[src/rtl/alu_exec.sv]
// Execute-stage ALU with valid/ready handshakes on both sides.
// Single-cycle ops register their result on the accepting edge; SLL walks
// an accumulator left one bit per cycle and presents b << shamt when done.
//
// Handshake: a request is taken on any rising edge where i_valid && o_ready;
// a result is handed off on any rising edge where o_valid && i_ready. Both
// can happen on the same edge, giving back-to-back one-cycle throughput.
module alu_exec #(
  parameter int WIDTH   = 32,
  parameter int SHAMT_W = 5
) (
  input  logic               i_clk,
  input  logic               i_rst_n,
  input  logic               i_valid,
  output logic               o_ready,
  input  logic [3:0]         i_ALUCtrl,
  input  logic [WIDTH-1:0]   i_a,
  input  logic [WIDTH-1:0]   i_b,
  input  logic [SHAMT_W-1:0] i_shamt,
  output logic               o_valid,
  input  logic               i_ready,
  output logic [WIDTH-1:0]   o_result,
  output logic               o_zero,
  output logic               o_overflow,
  output logic               o_illegal,
  output logic [1:0]         o_state
);

  localparam logic [3:0] OP_ADD = 4'b1000;
  localparam logic [3:0] OP_SUB = 4'b1001;
  localparam logic [3:0] OP_AND = 4'b1100;
  localparam logic [3:0] OP_OR  = 4'b1101;
  localparam logic [3:0] OP_XOR = 4'b1111;
  localparam logic [3:0] OP_SLT = 4'b0101;
  localparam logic [3:0] OP_SLL = 4'b0000;

  typedef enum logic [1:0] {
    IDLE  = 2'd0,
    SHIFT = 2'd1,
    OUT   = 2'd2
  } state_t;

  state_t state, state_next;

  logic [WIDTH-1:0]   acc;
  logic [SHAMT_W-1:0] cnt;

  logic               accept;
  logic               start_shift;
  logic               shift_done;
  logic [WIDTH-1:0]   alu_res;
  logic               alu_ovf;
  logic               alu_ill;
  logic [WIDTH-1:0]   sum;
  logic [WIDTH-1:0]   diff;
  logic [WIDTH-1:0]   acc_next;

  // The result register holds exactly while state is OUT.
  assign o_valid     = (state == OUT);
  assign o_ready     = (state != SHIFT) && (!o_valid || i_ready);
  assign o_state     = state;
  assign accept      = i_valid && o_ready;
  assign start_shift = (i_ALUCtrl == OP_SLL) && (i_shamt != '0);
  assign shift_done  = (state == SHIFT) && (cnt == SHAMT_W'(1));
  assign sum         = i_a + i_b;
  assign diff        = i_a - i_b;
  assign acc_next    = acc << 1;

  // Single-cycle result, overflow and illegal-code decode for the current request.
  always_comb begin
    alu_res = '0;
    alu_ovf = 1'b0;
    alu_ill = 1'b0;
    case (i_ALUCtrl)
      OP_ADD: begin
        alu_res = sum;
        alu_ovf = (i_a[WIDTH-1] == i_b[WIDTH-1]) && (sum[WIDTH-1] != i_a[WIDTH-1]);
      end
      OP_SUB: begin
        alu_res = diff;
        alu_ovf = (i_a[WIDTH-1] != i_b[WIDTH-1]) && (diff[WIDTH-1] != i_a[WIDTH-1]);
      end
      OP_AND: alu_res = i_a & i_b;
      OP_OR:  alu_res = i_a | i_b;
      OP_XOR: alu_res = i_a ^ i_b;
      OP_SLT: alu_res = {{(WIDTH-1){1'b0}}, ($signed(i_a) < $signed(i_b))};
      OP_SLL: alu_res = i_b;  // only reached directly when shamt is zero
      default: alu_ill = 1'b1;
    endcase
  end

  // State register.
  always_ff @(posedge i_clk or negedge i_rst_n) begin
    if (!i_rst_n) state <= IDLE;
    else          state <= state_next;
  end

  // Next state: accept wins, then shift completion, then output hand-off.
  always_comb begin
    state_next = state;
    if (accept) begin
      state_next = start_shift ? SHIFT : OUT;
    end else begin
      case (state)
        SHIFT:   if (cnt == SHAMT_W'(1)) state_next = OUT;
        OUT:     if (i_ready) state_next = IDLE;
        default: state_next = state;
      endcase
    end
  end

  // Datapath: load result or shifter on accept, step the shifter, hold otherwise.
  always_ff @(posedge i_clk or negedge i_rst_n) begin
    if (!i_rst_n) begin
      acc        <= '0;
      cnt        <= '0;
      o_result   <= '0;
      o_zero     <= 1'b0;
      o_overflow <= 1'b0;
      o_illegal  <= 1'b0;
    end else if (accept) begin
      if (start_shift) begin
        acc <= i_b;
        cnt <= i_shamt;
      end else begin
        o_result   <= alu_res;
        o_zero     <= (alu_res == '0);
        o_overflow <= alu_ovf;
        o_illegal  <= alu_ill;
      end
    end else if (state == SHIFT) begin
      acc <= acc_next;
      cnt <= cnt - SHAMT_W'(1);
      if (shift_done) begin
        o_result   <= acc_next;
        o_zero     <= (acc_next == '0);
        o_overflow <= 1'b0;
        o_illegal  <= 1'b0;
      end
    end
  end

endmodule

[config.mk]
export PLATFORM = sky130hd
export DESIGN_NAME = alu_exec
export DESIGN_NICKNAME = d
export VERILOG_FILES = /design/src/rtl/alu_exec.sv
export SDC_FILE = /design/constraint.sdc
export NUM_CORES = 1
export LEC_CHECK = 0
export CAP_MARGIN = 20
export CORE_AREA = 4 4 142 117
export DETAILED_ROUTE_END_ITERATION = 7
export DIE_AREA = 0 0 146 121
export PLACE_DENSITY = 0.92
export SYNTH_ARGS = -nofsm -noshare
export SYNTH_HDL_FRONTEND = slang
export SYNTH_SLANG_ARGS = --single-unit
[constraint.sdc]
create_clock -name i_clk -period 7.6 [get_ports i_clk]
set_input_delay 0.76 -clock i_clk [delete_from_list [all_inputs] [get_ports i_clk]]
set_output_delay 0.76 -clock i_clk [all_outputs]
set_load 0.05 [all_outputs]
# Word-level counts from Yosys, hierarchy flattened
# Cells that the tools add are included.
[totals] reg_bits=73 output_inout_bits=39 word_cells=79 input_bits=77
[classes] n_bitwise=3 addsub=3 n_reduce_logical=19 order_cmp=1 eq_ne=18 n_mux=28
[op_table] cell="one-hot mux 32 bit (7 select lines)" n=1
[op_table] cell="2-to-1 mux 32 bit" n=4
[op_table] cell="2-to-1 mux 31 bit" n=3
[op_table] cell="logical NOT 32 bit" n=2
[op_table] cell="adder 32 bit" n=1
[op_table] cell="bitwise AND 32 bit" n=1
[op_table] cell="less-than comparator 32 bit" n=1
[op_table] cell="bitwise OR 32 bit" n=1
[op_table] cell="subtractor 32 bit" n=1
[op_table] cell="bitwise XOR 32 bit" n=1
[op_table] cell="== test 4 bit (second input constant)" n=5
[op_table] cell="2-to-1 mux 5 bit" n=3
[op_table] cell="2-to-1 mux 1 bit" n=11
[op_table] cell="2-to-1 mux 2 bit" n=4
[op_table] cell="OR reduction 7 bit" n=1
[op_table] cell="logical AND 1 bit" n=6
[op_table] cell="AND reduction 3 bit" n=2
[op_table] cell="== test 5 x 1 -> 1 bit (second input constant)" n=1
[op_table] cell="nonzero test 5 bit" n=1
[op_table] cell="subtractor 5 x 1 -> 5 bit (second input constant)" n=1
[op_table] cell="== test 4 x 3 -> 1 bit (second input constant)" n=1
[op_table] cell="logical NOT 4 bit" n=1
[op_table] cell="inequality test 2 x 1 -> 1 bit (second input constant)" n=2
[op_table] cell="one-hot mux 2 bit (2 select lines)" n=1
[op_table] cell="13 further kinds" n=16

# Logic depth before layout (Yosys ltp)
# Gate-level depths: netlist of run 1.
[depth] word_depth=7 depth_mapped=14 mapped_depth_nobuf=14

# Worst setup path after synthesis of run 1
# Ideal clock, no wire load.
[synth_path] path_type="input to register" start="input i_a[0]" end="register o_zero" setup_time_ns=0.082 n_path_buf=0 path_slack_ns=3.788 path_stages=14 required_time_ns=7.518 t_arrival_ns=3.729 cell_sequence="inv_1 > ha_1 > fa_1 > nor3_1 > o311ai_1 > a211oi_2 > nor4_2 > a2111oi_0 > o2bb2ai_1 > a21oi_1 > o211ai_1 > nor4_1 > nand4_1 > o22ai_1"
[synth_between] elab_chain_len=5 word_cells_on_any_way=10 classes_between="add/sub: 2; order compare: 1; mux: 3; bitwise: 3; reduce/logical: 1"
[synth_lines] element="from (decl)" line="17" rtl="input logic [WIDTH-1:0] i_a,"
[synth_lines] element="subtractor 32 bit, or another cell as far along" line="66" rtl="assign diff = i_a - i_b;"
[synth_lines] element="one-hot mux 32 bit (7 select lines) *" line="74" rtl="case (i_ALUCtrl)"
[synth_lines] element="logical NOT 32 bit *" line="127" rtl="o_zero <= (alu_res == '0);"
[synth_lines] element="2-to-1 mux 1 bit *" line="122" rtl="if (start_shift) begin"
[synth_lines] element="2-to-1 mux 1 bit *" line="121" rtl="end else if (accept) begin"
[synth_lines] element="to (signal assigned)" line="127"
[synth_lines] element="to (signal assigned)" line="136" rtl="o_zero <= (acc_next == '0);"
[synth_lines] element="to (decl)" line="23" rtl="output logic o_zero,"
# Every way passes the cells marked *; elsewhere a longest branch is shown, timed or not. The select of a mux whose other input is x is not followed.
# A chain may end at the register's enable or synchronous reset.

# Worst setup path in the final report of run 1
[layout_path] start="input i_b[2]" end="register o_zero"
[layout_between] elab_chain_len=5 word_cells_on_any_way=10 classes_between="add/sub: 2; order compare: 1; mux: 3; bitwise: 3; reduce/logical: 1"
[layout_lines] element="from (decl)" line="18" rtl="input logic [WIDTH-1:0] i_b,"
[layout_lines] element="subtractor 32 bit, or another cell as far along" line="66"
[layout_lines] element="one-hot mux 32 bit (7 select lines) *" line="74"
[layout_lines] element="logical NOT 32 bit *" line="127"
[layout_lines] element="2-to-1 mux 1 bit *" line="122"
[layout_lines] element="2-to-1 mux 1 bit *" line="121"
# Marked as above.

==> results of run 1 <==
## cells in the final DEF (no fill, tap or decap), types with 31 or more instances in the layout
cell type        synthesis  routed
a21oi_1                 91      91
a31oi_1                 37      37
clkdlybuf4s50_1          0     114
dfrtp_1                 73      73
ha_1                   115     115
inv_1                  109     109
nand2_1                136     136
nor2_1                 122     121
nor3_1                  31      31
o21ai_0                 73      73
## final cells by class
class	instances	area [um2]	share of cell area
Clock buffer	10	239	0.0220
Clock inverter	6	72.6	0.00668
Inverter	111	417	0.0384
Multi-Input combinational cell	1000	6810	0.627
Sequential cell	73	1830	0.168
Tap cell	193	241	0.0222
Timing Repair Buffer	129	1250	0.115
## where the power goes
| part | switching (mW) | total, mW | internal (mW) |
|---|---|---|---|
| Combinational | 0.597 | 0.935 | 0.338 |
| Clock | 0.180 | 0.447 | 0.267 |
| Sequential | 0.136 | 0.648 | 0.512 |
| Total | 0.913 | 2.03 | 1.12 |
## layer usage
| layer | GRT usage | up-vias |
|---|---|---|
| met5 | 0 | - |
| met4 | 0.218 | 2 |
| met3 | 0.0863 | 173 |
| met2 | 0.596 | 819 |
| met1 | 0.498 | 5022 |
| li1 | - | 4775 |
## worst max-delay path: stages
cell	delay, ps
clkdlybuf4s50_1	590
inv_1	100
ha_1	470
nor3_1	140
o311ai_1	680
a211oi_2	240
o41ai_1	580
o21ai_0	150
a21o_1	200
a2111oi_0	870
nand4b_1	200
nor4_1	300
nand4_1	150
o22ai_1	190
## logic make-up (layout without fill, tap and decap cells)
| kind of cell | count (synthesis) | count (layout) | share of synthesized area |
|---|---|---|---|
| multiplexers | 8 | 8 | 0.0104 |
| XOR/XNOR | 7 | 7 | 0.00651 |
| flip-flops | 73 | 73 | 0.194 |
| AO/OA/AOI/OAI | 443 | 443 | 0.327 |
| buffers and inverters | 190 | 256 | 0.0894 |
| AND/OR/NAND/NOR | 425 | 425 | 0.216 |
| adder cells (fa/ha/maj) | 117 | 117 | 0.157 |
## final timing paths
check                      slack, ps  cells after the start                       to
hold / removal                   510                      2    o_illegal$_DFFE_PN0P_
hold reg to reg                  510                      2    o_illegal$_DFFE_PN0P_
max in group asynchronous       6430                      1  o_result[6]$_DFFE_PN0P_
min in group asynchronous        540                      1       cnt[2]$_DFFE_PN0P_
setup / recovery                2240                     14       o_zero$_DFFE_PN0P_
setup reg to reg                2880                     12       o_zero$_DFFE_PN0P_
## state kept, by name, indices dropped and copies added, names as in the netlist
name	count
cnt	5
o_illegal	1
o_zero	1
acc	31
o_overflow	1
o_state	2
o_result	32
## per-stage QoR
step            util  total power [mW]
4_1_cts        0.708              2.00
5_1_grt        0.708              2.13
6_report       0.708              2.03
3_3_place_gp   0.688              1.52
2_1_floorplan      -              1.22
3_5_place_dp   0.688              1.55
==> run summary, run 1 <==
outcome - finished, violations left
failing checks - design-rule violations
Port Buffers - 115
Pleak - 4.86 nW
critical path class - in2reg
CP Max Fanout - 11
first-pass GRT wire length - 54500 um
Crit. Startpoint - i_b[2]
Placed Area - 10500 um2
met3 routed WL - 4160 um
pre-CTS setup slack - 2140 ps
grt total ovfl - 0
Initial Util - 0.614
hold slack - 508 ps
Min Clock Period, post-route - 5360 ps
RSZ-0062 raised after global routing - false
startpoint of the worst register-to-register path - o_state[1]$_DFFE_PN0P_
first-pass iteration count of the detailed router - 8
width of the die - 146 um
max-slew violation count - 0
Hold Startpoint - o_illegal$_DFFE_PN0P_
max_cap viols - 0
post-synth cell types - 99
gr usage total - 0.384
Antenna diodes - 0
DR iter-0 viols - 1592
Synth-to-Final Area Change - 15.3%
via count - 10791
Rows - 41
H-tree levels - 3
CTS tree - yes
final worst setup slack - 2240 ps
register bit total from synthesis - 73
vias in the first global route - 10085
PwrDens - 187 nW/um2
Final Hold Viols - 0
DR vias/cell - 7.09
cts bufs inserted - 9
Slew headroom - 0.328
DP HPWL - 26200 um
met2 wire len - 15300 um
wl on met1 - 13600 um
fin area - 10900 um2
CTS root buffer - clkbuf_16
uppermost layer routed - met5
final period utilization - 0.705
layout cells sized above 1 - 0.0542
Hold/Removal Path Class - reg2reg
Post-synth EDFFs - 0
commonest cells in the netlist - 136 x nand2_1, 122 x nor2_1, 115 x ha_1
DRC Markers - 9
Finished Layout Cells - 1522
setup tns final - 0 ps
Clock Skews - 10.4 ps
crit path DAT - 5620 ps
post_cts resized - 0
RePlAce Congestion - 1.03
peak supply drop - 189 uV
worst skew pair latency - 350 ps
# fillers - 1237
CP Capture Type - register
# setup viols final - 0
most common cell in the netlist - nand2_1
CTS sink count - 73
initial antenna violation count - 1
ys async rst share - 1.00
Synth area leader - dfrtp_1
Final #Nets - 1518
Core ar. - 15300 um2
# hold bufs at CTS - 0
average cell area after synthesis - 7.46 um2
largest net degree at the start of global routing - 74
clock buffer depth - 2
post-synthesis cell area - 9420 um2
die area - 17700 um2
fmax - 187 MHz
syn nets - 1457
dominant synthesized flop cell - dfrtp_1
routed length per instance - 23.2 um
Setup Fix Bufs, Post-CTS - 0
Syn Inst Count - 1263
Ports - 116
register area share after synthesis - 0.194
top cell type's share of synthesized area - 0.194
placed cells - 1506
Startpoint Class - primary input
Antenna Nets Post-Route - 0
Worst Tran Pin Value - 982 ps
Worst-path clk slew - 70 ps
WP data required - 7870 ps
top area cells in the synthesized netlist - dfrtp_1 19%, ha_1 15%, nand2_1 5.4%
Synthesis Warnings - 0
detailed-route wire length - 35300 um
Die Height - 121 um
(Power assumes the default switching activity.)
==> inputs of run 2 (changes only) <==
--- a/config.mk
+++ b/config.mk
@@ -6,10 +6,10 @@
 export NUM_CORES = 1
 export LEC_CHECK = 0
 export CAP_MARGIN = 20
-export CORE_AREA = 4 4 142 117
+export CORE_AREA = 4 4 148 121
 export DETAILED_ROUTE_END_ITERATION = 7
-export DIE_AREA = 0 0 146 121
-export PLACE_DENSITY = 0.92
+export DIE_AREA = 0 0 152 125
+export PLACE_DENSITY = 0.86
 export SYNTH_ARGS = -nofsm -noshare
 export SYNTH_HDL_FRONTEND = slang
 export SYNTH_SLANG_ARGS = --single-unit
==> constraint.sdc (replaced) <==
create_clock -name i_clk -period 5.2 [get_ports i_clk]
set_input_delay 0.52 -clock i_clk [delete_from_list [all_inputs] [get_ports i_clk]]
set_output_delay 0.52 -clock i_clk [all_outputs]
set_load 0.05 [all_outputs]
==> run 2 against run 1 <==
Against the previous run: the run now ends clean; clock skew fell by 4.2 ps; via count down 1.4%; sequential power rose by 46%; sequential share of layout area shrank 0.32 points; setup slack got worse by 1800 ps; sequential cell count unchanged; final cell count is 3.4% higher; global-route usage down 4.2 points; total power increased by 44%; first-iteration DRC count increased by 9.9%; critical path type unchanged; utilization decreased by 3.3 points; non-clock buffer count rose by 24.
==> run summary, run 2 (synthesis results as in run 1) <==
Hold/Removal Path Class - in2async
setup tns final - 0 ps
worst skew pair latency - 340 ps
grt total ovfl - 0
Die Height - 125 um
Antenna diodes - 0
max reg flops - 32
DR vias/cell - 6.77
outcome - completed
Clock Skews - 6.22 ps
via count - 10644
largest net degree at the start of global routing - 74
final worst setup slack - 413 ps
Worst Tran Pin Value - 906 ps
fmax - 209 MHz
crit path DAT - 5050 ps
DR iter-0 viols - 1750
first-pass GRT wire length - 53400 um
internal cell power - 1.64 mW
Setup Fix Bufs, Post-CTS - 0
final period utilization - 0.921
Final #Nets - 1542
Min Clock Period, post-route - 4790 ps
biggest regs - o_result: 32 flops, acc: 31 flops, cnt: 5 flops
Pleak - 4.96 nW
Sw Share - 0.441
max_cap viols - 0
CP Max Fanout - 11
total power - 2.93 mW
post_cts resized - 0
WP data required - 5460 ps
CTS root buffer - clkbuf_16
Core ar. - 16400 um2
layout cells sized above 1 - 0.0687
Initial Util - 0.574
Crit. Startpoint - i_b[2]
RSZ-0062 raised after global routing - false
# setup viols final - 0
peak supply drop - 285 uV
DP HPWL - 26300 um
die area - 19000 um2
routed length per instance - 21.6 um
DRC Markers - 0
max-slew violation count - 0
Final Hold Viols - 0
initial antenna violation count - 1
cts bufs inserted - 9
gr usage total - 0.342
Biggest register - o_result
CP Capture Type - register
Switching Power - 1.29 mW
detailed-route wire length - 34000 um
Ports - 116
Rows - 42
worst flop-to-flop path endpoint - o_zero$_DFFE_PN0P_
width of the die - 152 um
commonest non-fill, non-tap cell in the layout - nand2_1
startpoint of the worst register-to-register path - o_state[1]$_DFFE_PN0P_
combinational power share - 0.464
CTS sink count - 73
clock buffer depth - 2
critical path class - in2reg
# hold bufs at CTS - 0
pre-CTS setup slack - 207 ps
flop-to-flop setup slack - 1230 ps
CTS tree - yes
commonest cells after routing, fill and taps aside - 136 x nand2_1, 121 x nor2_1, 115 x ha_1
Worst-path clk slew - 60 ps
Antenna Nets Post-Route - 0
first-pass iteration count of the detailed router - 6
Startpoint Class - primary input
RePlAce Congestion - 1.07
worst r2r path cells - 13
PwrDens - 265 nW/um2
Port Buffers - 115
H-tree levels - 3
Seq pwr share - 0.322
clock power share - 0.213
Synth-to-Final Area Change - 17.5%
Slew headroom - 0.396
vias in the first global route - 9823
-- run 2: cell count changes in the layout (fill, tap and decap cells not counted), sizes merged --
cell	delta
clkinvlp	+1
buf	+24
inv	-3
clkinv	+1
clkbuf	+1
-- run 2: how the worst max path moves through the flow --
stage / to / slack (ps)
after floorplan: o_zero$_DFFE_PN0P_ / 1630
after CTS: o_zero$_DFFE_PN0P_ / 540
after detailed placement: o_zero$_DFFE_PN0P_ / 210
after global routing: o_zero$_DFFE_PN0P_ / 190
final: o_zero$_DFFE_PN0P_ / 410
after global placement: o_zero$_DFFE_PN0P_ / -360
-- run 2: per-layer routing --
| metal | GRT usage | vias up | part of all wire | wire [um] |
|---|---|---|---|---|
| met3 | 0.0725 | 132 | 0.12 | 3980 |
| met1 | 0.468 | 4946 | 0.40 | 13500 |
| met5 | 0.0175 | - | 0.0014 | 46 |
| met2 | 0.513 | 741 | 0.43 | 14600 |
| met4 | 0.168 | 4 | 0.056 | 1900 |
| li1 | - | 4821 | - | - |
-- run 2: metrics by stage --
step                      hold slack, ps  utilization  std cells  cell area [um2]
after floorplan                      224            -       1263             9420
after global placement               468        0.657       1556            10800
after detailed placement             479        0.657       1557            10800
after CTS                            341        0.675       1573            11100
after global routing                 370        0.675       1573            11100
final                                298        0.675       1573            11100
-- run 2: cell type report --
cell class / instances / area [um2]
Tap cell: 220 / 275
Multi-Input combinational cell: 1000 / 6810
Timing Repair Buffer: 153 / 1440
Clock buffer: 11 / 243
Sequential cell: 73 / 1830
Fill cell: 1414 / 5330
Clock inverter: 5 / 55.1
Inverter: 111 / 417
-- run 2: worst max-delay path, stage by stage --
cell	delay [ps]
clkdlybuf4s50_1	590
inv_1	90
ha_1	480
nor3_1	140
o311ai_1	570
a211oi_2	220
o41ai_1	640
o21ai_0	170
a21o_1	180
a2111oi_0	480
buf_1	260
nand4b_1	170
nor4_1	210
nand4_1	140
o22ai_1	180
-- run 2: power groups by stage --
stage | Clock, mW | Sequential (mW) | Combinational [mW]
finish | 0.625 | 0.944 | 1.36
detailed placement | 0 | 0.941 | 1.33
global route | 0.659 | 0.968 | 1.47
CTS | 0.626 | 0.937 | 1.34
global placement | 0 | 0.936 | 1.30
floorplan | 0 | 1.06 | 0.726
==> RTL change: new RTL, settings of run 2 <==
Set the parameter `WIDTH` to 36 (it was 32).
--- a/src/rtl/alu_exec.sv
+++ b/src/rtl/alu_exec.sv
@@ -7,5 +7,5 @@
 // can happen on the same edge, giving back-to-back one-cycle throughput.
 module alu_exec #(
-  parameter int WIDTH   = 32,
+  parameter int WIDTH   = 36,
   parameter int SHAMT_W = 5
 ) (
Ports: changed (resized i_a, i_b and o_result); port bits go from 116 to 128. No check against the original RTL was run, so the function may have changed too.
==> RTL change against run 2 <==
The run now ends with design-rule violations left. First-iteration DRC count grew 13%. Area after synthesis grew 8.7%. Design area grew 9.0%. Global-route usage grew 6.2 points. Wire length grew 20%. Total power grew 16%. Worst setup slack lost 0.21 ns. Sequential cell count grew 8. Highest routed layer unchanged.
==> RTL change: results (changes against run 2) <==
Outcome
  – Outcome: finished with violations
  – Failing checks: design-rule violations

Place
  – Gpl congestion: 1.04 (-2.8%)
  – IO Port Bufs: 127 (+10%)
  – DP HPWL: 30600 um (+16%)

STA
  – Worst Tran Pin Value: 1.19 ns (+0.285 ns)
  – Clk_skew: 0.0105 ns (+0.00427 ns)

Worst setup path
  – CP max FO: 10 (-1)
  – Slowest CP cell: a311oi_1
  – Crit-path max cell delay: 0.60 ns (-0.04 ns)

Yosys
  – Synth top cells by count: nor2_1, nand2_1, inv_1
  – Most numerous cell in the Yosys netlist: nor2_1
  – Mapped Nets: 1623 (+11%)
  – Top post-synthesis cells by area: dfrtp_1, ha_1, nor2_1
  – Share of flip-flops with an asynchronous set or reset: 100% (unchanged)
  – Seq/Total Area, Yosys: 19.8% (+0.40 points)
  – Cell variety after synth: 90 (-9.1%)
  – Post-synth top area cell: dfrtp_1
  – Synth warn: 0 (unchanged)

Clocking
  – CTS max path bufs: 2 (unchanged)
  – Root Buffer: clkbuf_16
  – Cts bufs inserted: 9 (unchanged)
  – Worst-Skew Late Latency: 0.35 ns
  – Setup repair bufs after CTS: 0 (unchanged)
  – Clock slew at reported path FFs: 0.06 ns (about the same)
  – H-tree levels: 3 (unchanged)
  – Post-cts sizing count: 0 (unchanged)

Detailed routing
  – DRC viols: 2 (+2)
  – TritonRoute pass-1 iters: 8 (+2)
  – WL per Instance: 23.5 um (+8.8%)
  – Vias per inst: 7.11 (+5.1%)
  – DR iter-0 viols: 1974 (+13%)

Power and ir drop
  – Worst vdd ir: 189 uV (-33%)
  – Leak: 5.39 nW (+8.5%)

Finish
  – Largest registers: o_result (36), acc (35), cnt (5)
  – Layout Nets: 1712 (+11%)
  – Layout fillers: 1318 (-6.8%)
  – Layout cells sized above 1: 6.08% (-0.79 points)
  – Antenna Cells: 0 (unchanged)

Global route
  – Largest net degree at the start of global routing: 82 (+11%)
  – Vias in the first global route: 11200 (+14%)
  – Gr usage total: 40.4% (+6.2 points)
  – First-pass GRT wire length: 62600 um (+17%)
  – Antenna violations before repair: 1 (unchanged)

Hold path
  – Hold WC Path Type: primary input to async pin
[RTL change: cell count changes after synthesis, moves of 12 or more]
cell	before	now
a31oi_1	37	50
nor2_1	122	152
inv_1	109	131
buf_2	10	22
o21ai_0	73	90
nand2_1	136	148
[RTL change: worst paths after layout]
check / endpoint / cells after the start / start / slack (ns)
worst max-delay path: o_zero / 15 / i_b[5] / 0.21
worst min-delay path: o_result[5] / 1 / i_rst_n / 0.17
worst max register to register: o_zero / 12 / o_state[1] / 2.15
worst min register to register: o_result[35] / 2 / o_result[35] / 0.48
max in group asynchronous: o_result[7] / 2 / i_rst_n / 4.42
min in group i_clk: o_result[35] / 2 / o_result[35] / 0.48
[RTL change: critical path: cells and delay by family]
family | cells | cell delay (ns)
AOI/OAI and AO/OA | 8 | 2.95
buffers and inverters | 3 | 0.78
adders and majority gates | 1 | 0.49
and+or+nand+nor | 2 | 0.37
xor gates and xnor gates | 1 | 0.12
[RTL change: per-stage QoR]
step | hold WS [ns] | power (mW) | std cells | setup slack [ns] | instance area (um^2)
after detailed placement | 0.473 | 2.70 | 1716 | 0.159 | 11800
final | 0.168 | 3.39 | 1733 | 0.206 | 12100
after CTS | 0.403 | 3.32 | 1732 | 0.492 | 12000
after global routing | 0.203 | 3.55 | 1733 | 0.124 | 12100
after global placement | 0.467 | 2.64 | 1716 | 0.204 | 11800
after floorplan | 0.224 | 2.09 | 1419 | 1.67 | 10200
[RTL change: per-layer routing]
layer	vias up	global-route usage, %	part of all wire, %
li1	5380	-	-
met1	5621	56.2	38
met2	1140	58.7	40
met3	181	13.0	17
met4	2	15.1	4.5
met5	-	0	0.020
[RTL change: logic make-up after synthesis]
family                     Yosys count  synth area share, %
buffers and inverters              225                 8.74
adders and majority gates          119                 14.7
xor gates and xnor gates             6                0.513
muxes                                8                0.831
DFF                                 81                 19.8
AOI/OAI and AO/OA                  488                 32.7
and+or+nand+nor                    492                 22.8
[RTL change: report_power, final]
group | leakage (nW) | switching [mW] | internal (mW)
clock network | 0.143 | 0.291 | 0.334
logic | 4.26 | 1.06 | 0.600
registers | 0.983 | 0.252 | 0.850
[RTL change: final cells by class]
| class | count | share of cell area [%] |
|---|---|---|
| inverter | 134 | 4.17 |
| tap | 220 | 2.28 |
| sequential | 81 | 16.8 |
| multi-input combinational | 1113 | 61.0 |
| timing repair buffer | 169 | 13.3 |
| clock buffer | 9 | 1.87 |
| clock inverter | 7 | 0.498 |
